## src/rtl/mmio_arbiter_if.sv

```systemverilog
// Bus bundle between the two MMIO masters, the arbiter and the address decoder.
// The arbiter takes the slave view; whoever drives the requests takes the master view.
interface mmio_arbiter_if;
   logic        m0_req;
   logic        m0_we;
   logic [31:0] m0_a;
   logic [31:0] m0_wd;
   logic        m0_gnt;
   logic        m0_done;
   logic        m0_err;
   logic [31:0] m0_rd;

   logic        m1_req;
   logic        m1_we;
   logic [31:0] m1_a;
   logic [31:0] m1_wd;
   logic        m1_gnt;
   logic        m1_done;
   logic        m1_err;
   logic [31:0] m1_rd;

   logic [31:0] bus_a;
   logic [31:0] bus_wd;
   logic        bus_we;
   logic [31:0] bus_rd;
   logic        busy;

   modport slave (
      input  m0_req, m0_we, m0_a, m0_wd,
      output m0_gnt, m0_done, m0_err, m0_rd,
      input  m1_req, m1_we, m1_a, m1_wd,
      output m1_gnt, m1_done, m1_err, m1_rd,
      output bus_a, bus_wd, bus_we,
      input  bus_rd,
      output busy
   );

   modport master (
      output m0_req, m0_we, m0_a, m0_wd,
      input  m0_gnt, m0_done, m0_err, m0_rd,
      output m1_req, m1_we, m1_a, m1_wd,
      input  m1_gnt, m1_done, m1_err, m1_rd,
      input  bus_a, bus_wd, bus_we,
      output bus_rd,
      input  busy
   );
endinterface

```

## src/rtl/mmio_arbiter.sv

```systemverilog
// Round-robin arbiter for two MMIO masters: one single-word access at a time,
// with per-region wait states and an error completion for unmapped addresses.
module mmio_arbiter #(
   parameter int WAIT_MEM    = 0,
   parameter int WAIT_PERIPH = 2
) (
   input logic           clk,
   input logic           rst,
   mmio_arbiter_if.slave bus
);

   typedef enum logic [1:0] {IDLE = 2'd0, BUSY = 2'd1, DONE = 2'd2} state_t;
   typedef enum logic [1:0] {REG_MEM = 2'd0, REG_PERIPH = 2'd1, REG_ERR = 2'd2} region_t;

   localparam logic [3:0] waitMem    = 4'(WAIT_MEM);
   localparam logic [3:0] waitPeriph = 4'(WAIT_PERIPH);

   state_t      state;
   state_t      nextState;
   logic        owner;
   logic        lastServed;
   logic        weQ;
   logic        errQ;
   logic [31:0] addrQ;
   logic [31:0] wdQ;
   logic [31:0] rd0Q;
   logic [31:0] rd1Q;
   logic [3:0]  count;

   logic        anyReq;
   logic        winner;
   logic [31:0] winAddr;
   region_t     winRegion;
   logic [3:0]  winWait;
   logic        lastBusy;

   function automatic region_t classify(input logic [31:0] a);
      region_t r;
      r = REG_ERR;
      if (a[31:8] == 24'd0)
         r = REG_MEM;
      else if (a[31:12] == 20'd0 && a[11:8] inside {4'h8, 4'h9, 4'hA} && a[7:4] == 4'h0)
         r = REG_PERIPH;
      return r;
   endfunction

   // On a tie the master that was not served last wins.
   always_comb begin
      anyReq = bus.m0_req | bus.m1_req;
      if (bus.m0_req && bus.m1_req)
         winner = ~lastServed;
      else
         winner = bus.m1_req;
      winAddr   = winner ? bus.m1_a : bus.m0_a;
      winRegion = classify(winAddr);
      case (winRegion)
         REG_MEM:    winWait = waitMem;
         REG_PERIPH: winWait = waitPeriph;
         default:    winWait = 4'd0;
      endcase
   end

   always_ff @(posedge clk) begin
      if (rst)
         state <= IDLE;
      else
         state <= nextState;
   end

   always_comb begin
      nextState   = state;
      lastBusy    = (state == BUSY) && (count == 4'd0);
      bus.m0_gnt  = 1'b0;
      bus.m1_gnt  = 1'b0;
      bus.m0_done = 1'b0;
      bus.m1_done = 1'b0;
      bus.m0_err  = 1'b0;
      bus.m1_err  = 1'b0;
      bus.bus_a   = 32'd0;
      bus.bus_wd  = 32'd0;
      bus.bus_we  = 1'b0;
      bus.busy    = (state != IDLE);
      bus.m0_rd   = rd0Q;
      bus.m1_rd   = rd1Q;
      case (state)
         IDLE: begin
            if (anyReq)
               nextState = BUSY;
         end
         BUSY: begin
            bus.m0_gnt = ~owner;
            bus.m1_gnt = owner;
            bus.bus_a  = addrQ;
            bus.bus_wd = wdQ;
            // Write strobe only on the final wait cycle; gated by rst so an aborted access never writes.
            bus.bus_we = lastBusy && weQ && !errQ && !rst;
            if (lastBusy)
               nextState = DONE;
         end
         DONE: begin
            bus.m0_done = ~owner;
            bus.m1_done = owner;
            bus.m0_err  = ~owner & errQ;
            bus.m1_err  = owner & errQ;
            nextState   = IDLE;
         end
         default: nextState = IDLE;
      endcase
   end

   always_ff @(posedge clk) begin
      if (rst) begin
         owner      <= 1'b0;
         lastServed <= 1'b1;
         weQ        <= 1'b0;
         errQ       <= 1'b0;
         addrQ      <= 32'd0;
         wdQ        <= 32'd0;
         rd0Q       <= 32'd0;
         rd1Q       <= 32'd0;
         count      <= 4'd0;
      end else begin
         case (state)
            IDLE: begin
               if (anyReq) begin
                  owner <= winner;
                  weQ   <= winner ? bus.m1_we : bus.m0_we;
                  addrQ <= winAddr;
                  wdQ   <= winner ? bus.m1_wd : bus.m0_wd;
                  errQ  <= (winRegion == REG_ERR);
                  count <= winWait;
               end
            end
            BUSY: begin
               if (count == 4'd0) begin
                  if (!weQ) begin
                     if (owner)
                        rd1Q <= errQ ? 32'd0 : bus.bus_rd;
                     else
                        rd0Q <= errQ ? 32'd0 : bus.bus_rd;
                  end
               end else begin
                  count <= count - 4'd1;
               end
            end
            DONE: lastServed <= owner;
            default: ;
         endcase
      end
   end

endmodule

```

## src/flat_wrapper.sv

```systemverilog
// flat-port wrapper written by rule: the top's interface ports become plain ports
module mmio_arbiter_flat 
#(
   parameter int WAIT_MEM    = 0,
   parameter int WAIT_PERIPH = 2
)
  (clk, rst, bus_m0_req, bus_m0_we, bus_m0_a, bus_m0_wd, bus_m0_gnt, bus_m0_done, bus_m0_err, bus_m0_rd, bus_m1_req, bus_m1_we, bus_m1_a, bus_m1_wd, bus_m1_gnt, bus_m1_done, bus_m1_err, bus_m1_rd, bus_bus_a, bus_bus_wd, bus_bus_we, bus_bus_rd, bus_busy);
  mmio_arbiter_if bus_i ();
  input logic clk;
  input logic rst;
  input wire logic [$bits(bus_i.m0_req)-1:0] bus_m0_req;
  input wire logic [$bits(bus_i.m0_we)-1:0] bus_m0_we;
  input wire logic [$bits(bus_i.m0_a)-1:0] bus_m0_a;
  input wire logic [$bits(bus_i.m0_wd)-1:0] bus_m0_wd;
  output wire logic [$bits(bus_i.m0_gnt)-1:0] bus_m0_gnt;
  output wire logic [$bits(bus_i.m0_done)-1:0] bus_m0_done;
  output wire logic [$bits(bus_i.m0_err)-1:0] bus_m0_err;
  output wire logic [$bits(bus_i.m0_rd)-1:0] bus_m0_rd;
  input wire logic [$bits(bus_i.m1_req)-1:0] bus_m1_req;
  input wire logic [$bits(bus_i.m1_we)-1:0] bus_m1_we;
  input wire logic [$bits(bus_i.m1_a)-1:0] bus_m1_a;
  input wire logic [$bits(bus_i.m1_wd)-1:0] bus_m1_wd;
  output wire logic [$bits(bus_i.m1_gnt)-1:0] bus_m1_gnt;
  output wire logic [$bits(bus_i.m1_done)-1:0] bus_m1_done;
  output wire logic [$bits(bus_i.m1_err)-1:0] bus_m1_err;
  output wire logic [$bits(bus_i.m1_rd)-1:0] bus_m1_rd;
  output wire logic [$bits(bus_i.bus_a)-1:0] bus_bus_a;
  output wire logic [$bits(bus_i.bus_wd)-1:0] bus_bus_wd;
  output wire logic [$bits(bus_i.bus_we)-1:0] bus_bus_we;
  input wire logic [$bits(bus_i.bus_rd)-1:0] bus_bus_rd;
  output wire logic [$bits(bus_i.busy)-1:0] bus_busy;
  assign bus_i.m0_req = bus_m0_req;
  assign bus_i.m0_we = bus_m0_we;
  assign bus_i.m0_a = bus_m0_a;
  assign bus_i.m0_wd = bus_m0_wd;
  assign bus_m0_gnt = bus_i.m0_gnt;
  assign bus_m0_done = bus_i.m0_done;
  assign bus_m0_err = bus_i.m0_err;
  assign bus_m0_rd = bus_i.m0_rd;
  assign bus_i.m1_req = bus_m1_req;
  assign bus_i.m1_we = bus_m1_we;
  assign bus_i.m1_a = bus_m1_a;
  assign bus_i.m1_wd = bus_m1_wd;
  assign bus_m1_gnt = bus_i.m1_gnt;
  assign bus_m1_done = bus_i.m1_done;
  assign bus_m1_err = bus_i.m1_err;
  assign bus_m1_rd = bus_i.m1_rd;
  assign bus_bus_a = bus_i.bus_a;
  assign bus_bus_wd = bus_i.bus_wd;
  assign bus_bus_we = bus_i.bus_we;
  assign bus_i.bus_rd = bus_bus_rd;
  assign bus_busy = bus_i.busy;
  mmio_arbiter #(.WAIT_MEM(WAIT_MEM), .WAIT_PERIPH(WAIT_PERIPH)) u_core (.clk(clk), .rst(rst), .bus(bus_i));
endmodule
```

## config.mk

```make
export PLATFORM = sky130hd
export DESIGN_NAME = mmio_arbiter_flat
export DESIGN_NICKNAME = d
export VERILOG_FILES = /design/src/rtl/mmio_arbiter_if.sv /design/src/rtl/mmio_arbiter.sv /design/src/flat_wrapper.sv
export SDC_FILE = /design/constraint.sdc
export NUM_CORES = 1
export LEC_CHECK = 0
export BUFFER_PORTS_ARGS = -buffer_cell sky130_fd_sc_hd__buf_4
export CAP_MARGIN = 0
export CORE_ASPECT_RATIO = 0.7
export CORE_MARGIN = 4
export CORE_UTILIZATION = 42
export DETAILED_ROUTE_END_ITERATION = 8
export GPL_ROUTABILITY_DRIVEN = 0
export PLACE_DENSITY = 0.84
export SLEW_MARGIN = 15
export SYNTH_ARGS = -nofsm -noshare
export SYNTH_HDL_FRONTEND = slang
export SYNTH_SLANG_ARGS = --single-unit
```

## constraint.sdc

```tcl
create_clock -name clk -period 1.9 [get_ports clk]
set_input_delay 0 -clock clk [delete_from_list [all_inputs] [get_ports clk]]
set_output_delay 0 -clock clk [all_outputs]
set_load 0.1 [all_outputs]
```

==> impl_results.md <==
* Status: finished with violations
* Grt total ovfl at 0
* Critical path arrival at 2.06 ns
* F_max at about 0.48 GHz
* # setup viols final at 59
* Cell Area, Synth at 0.006342 mm2
* Clock latency on the worst-skew pair at around 0.4 ns
* Drc violations at 0
* Top cell type's share of synthesized area at 43.56%
* Post-synth ARST share at 0%
* Design area at around 0.011 mm2
* CTS tree: built
* Syn_area_per_cell at around 8.3 um2
* Synth Flop Type: dfxtp_1
* Num rows at 37
* Peak VDD IR at roughly 630 uV
* Drt first pass iters at 5
* Max cap viols at 0
* Least-Margin Pin Slew at around 0.52 ns
* EDFF count, synth at 0
* Delay-heaviest family, CP: simple AND/OR/NAND/NOR gates
* Ys Warns at 0
* Tcrit/Tclk final at 108.6%
* # IOs at 302
* First-pass GRT wire length at around 40 mm
* Worst Setup End Kind: output port
* Worst path slowest cell: or3b_4
* Switching fraction of total power at 40.78%
* Register bit total from synthesis at about 140
* Synthesized Nets at between 900 and 1000
* Routed vias at roughly 7600
* NumNets Final at around 1400
* Antenna violation net count after detailed routing at 0
* Worst hold slack at -0.01463 ns
* Psw at roughly 4700 uW
* Clock Path Buffers at 2
* Num CTS Buffers at 17
* Cell variety after synth at 38
* Syn Inst Count at around 760
* Area after DPL at 0.008966 mm2
* Worst EP required at 1.90 ns
* DR iter-0 viols at 451
* Final Max Slew Viols at 0
* Most common cell in the netlist: dfxtp_1
* Die W at 154.9 um
* Pwr Density at 1018 mW/mm2
* Comb pwr share at approximately two fifths
* # diodes at 0
* Root Buffer: clkbuf_16
* Non-Filler Instances at between 1000 and 1500
* Internal power at 6836 uW
* Worst path bufs/invs at 3
* Area Overhead vs Synth at 78.75%
* Setup crit start kind: flop
* CP Cell Sequence: inv_2, ha_4, or3b_4, buf_6, nor3_4, and3_4, buf_12
* CTS clock-pin slew for the worst setup and hold paths at about 0.060 ns
* Total wire length at ~27 mm
* Area contributors post-synth: dfxtp_1, mux2i_1, a211oi_1
* Worst hold path class: in -> reg
* CP Max Fanout at 4
* Clock share of power at 29.5%
* Die Ht at roughly 110 um
* Synth cell count leaders: dfxtp_1, nand2_1, nor2_1
* Leak at around 0.0049 uW
* Min Tclk post-route at 2.063 ns
* DPL Wire Length at between 15 and 20 mm
* Number of I/O port buffers at ~300
* Core Area at around 0.015 mm2
* Critical path type: reg -> out
* Relative slew margins at around 65%
* Failing checks: negative hold slack, negative setup slack
* Worst path max stage delay at between 0.4 and 0.5 ns
* Post-synthesis sequential area ratio at a little over two fifths
* Util after Layout at between 70% and 80%
* Post-Place Worst Slack at -0.01835 ns
* Final setup margin at -0.1631 ns
* Final Hold Vio Count at 2
* Die area at ~0.017 mm2
* Final Skew at 0.01485 ns
* Initial Utilization at between 40 and 50%
* Largest net degree at the start of global routing at 66
* Placed Instances at around 1200
* DR vias/cell at approximately 5.4
* Antenna violations before repair at 0
* H-tree depth at 4
* Reg power frac at a little under a third
* Leading area contributor after synthesis: dfxtp_1
* Vias in the first global route at ~7800
* Clock sink total at approximately 140
* Layout cells sized above 1 at a little over a third
* WL/cell at about 19 um
* Fillers at 923
* GRT Total Usage at between 20 and 30%
* RSZ-0062 raised after global routing: yes
-- per-stage QoR --
stage / TNS, ns / hold WS, ns / total power, uW
2_1_floorplan: -0.2127 / 0.2337 / 6434
3_3_place_gp: 0 / 0.3491 / 7565
3_5_place_dp: -0.02165 / 0.3590 / 7630
4_1_cts: -0.2815 / 0.0001526 / 11340
5_1_grt: -7.936 / 0.01668 / 11960
6_report: -3.806 / -0.01463 / 11540
-- registers in the layout, indices dropped and copies added, names as in the netlist --
register and count:
u_core.errQ 1, u_core.count 4, u_core.bus.m0_rd 32, u_core.owner 1, u_core.addrQ 32, u_core.state 2, u_core.weQ 1, u_core.lastServed 1
u_core.wdQ 32, u_core.bus.m1_rd 32
-- area by class of cell --
class                           count  area, um2  share of cell area (%)
Clock buffer                       19      452.9                   3.995
Sequential cell                   138       2765                   24.39
Tap cell                          195      244.0                   2.152
Multi-Input combinational cell    555       3538                   31.21
Timing Repair Buffer              476       4155                   36.65
Inverter                            6      26.28                  0.2318
Clock inverter                     13      155.1                   1.369
-- power groups by stage --
| stage | logic (uW) | registers [uW] | clock network [uW] |
|---|---|---|---|
| 4_1_cts | 4450 | 3450 | 3440 |
| 3_3_place_gp | 4070 | 3490 | 0 |
| 2_1_floorplan | 2520 | 3910 | 0 |
| 6_report | 4660 | 3480 | 3400 |
| 3_5_place_dp | 4120 | 3510 | 0 |
| 5_1_grt | 4890 | 3500 | 3570 |
-- worst reg2reg max path, cell delays in order, from the launching register on --
cell and delay, ns:
dfxtp_2 0.32, inv_2 0.08, ha_4 0.13, or3b_4 0.41, buf_6 0.14, buf_4 0.14, nor4_4 0.19, buf_4 0.21
clkbuf_16 0.16, nand2_1 0.05, a21oi_1 0.12
-- timing repair --
action	in CTS	in global routing
resized for setup	24	47
cloned	0	4
buffers inserted	2	3
endpoints found under the hold margin	118	0
hold buffers	139	0
pin swaps	2	9
setup endpoints to repair	6	68
-- path summary, 6_finish.rpt --
check	from	end	slack (ns)	depth (start not counted)
max	u_core.count[0]	bus_bus_we	-0.16	7
min	bus_m1_wd[30]	u_core.wdQ[30]	-0.01	3
max reg2reg	u_core.count[0]	u_core.bus.m1_rd[18]	-0.13	10
min reg2reg	u_core.bus.m0_rd[25]	u_core.bus.m0_rd[25]	0.46	2
-- layer usage --
metal,GRT usage (%),routed length [um],up-vias
li1,-,-,3475
met5,0,0,-
met4,15.29,1359,0
met3,6.867,1930,120
met2,49.38,13280,406
met1,32.72,10260,3580
-- logic make-up after synthesis --
group                    after synthesis  share of synthesized area (%)
AND/OR/NAND/NOR                      339                          25.67
AO/OA/AOI/OAI                        147                          14.70
flip-flops                           138                          43.56
buffers and inverters                 68                          5.129
multiplexers                          66                          10.42
adder cells (fa/ha/maj)                2                         0.3945
XOR/XNOR                               1                         0.1381
-- placed cells by master, fill, tap and decap left out, types with 2 or more instances in the layout --
cell and n:
nor2_1 72, nor2b_1 32, nand2b_1 3, nor2_2 2, clkbuf_8 2, a21oi_2 32
a211oi_1 64, inv_2 3, dlygate4sd3_1 139, inv_6 5, clkbuf_16 20, inv_1 2
o21ai_0 4, nor4_1 12, a211oi_2 3, a21oi_1 35, nand2_1 116, and2_1 64
nor4_4 2, clkinvlp_4 4, or3_1 5, nor3_2 2, dfxtp_1 136, o221ai_1 2
buf_12 13, mux2i_1 66, nand2_4 4, buf_4 317, buf_6 3, bufinv_16 2
clkinv_4 2, nor4b_1 2, dfxtp_2 2, nand2_2 11
No activity file was read; power rests on OpenSTA's default activity.
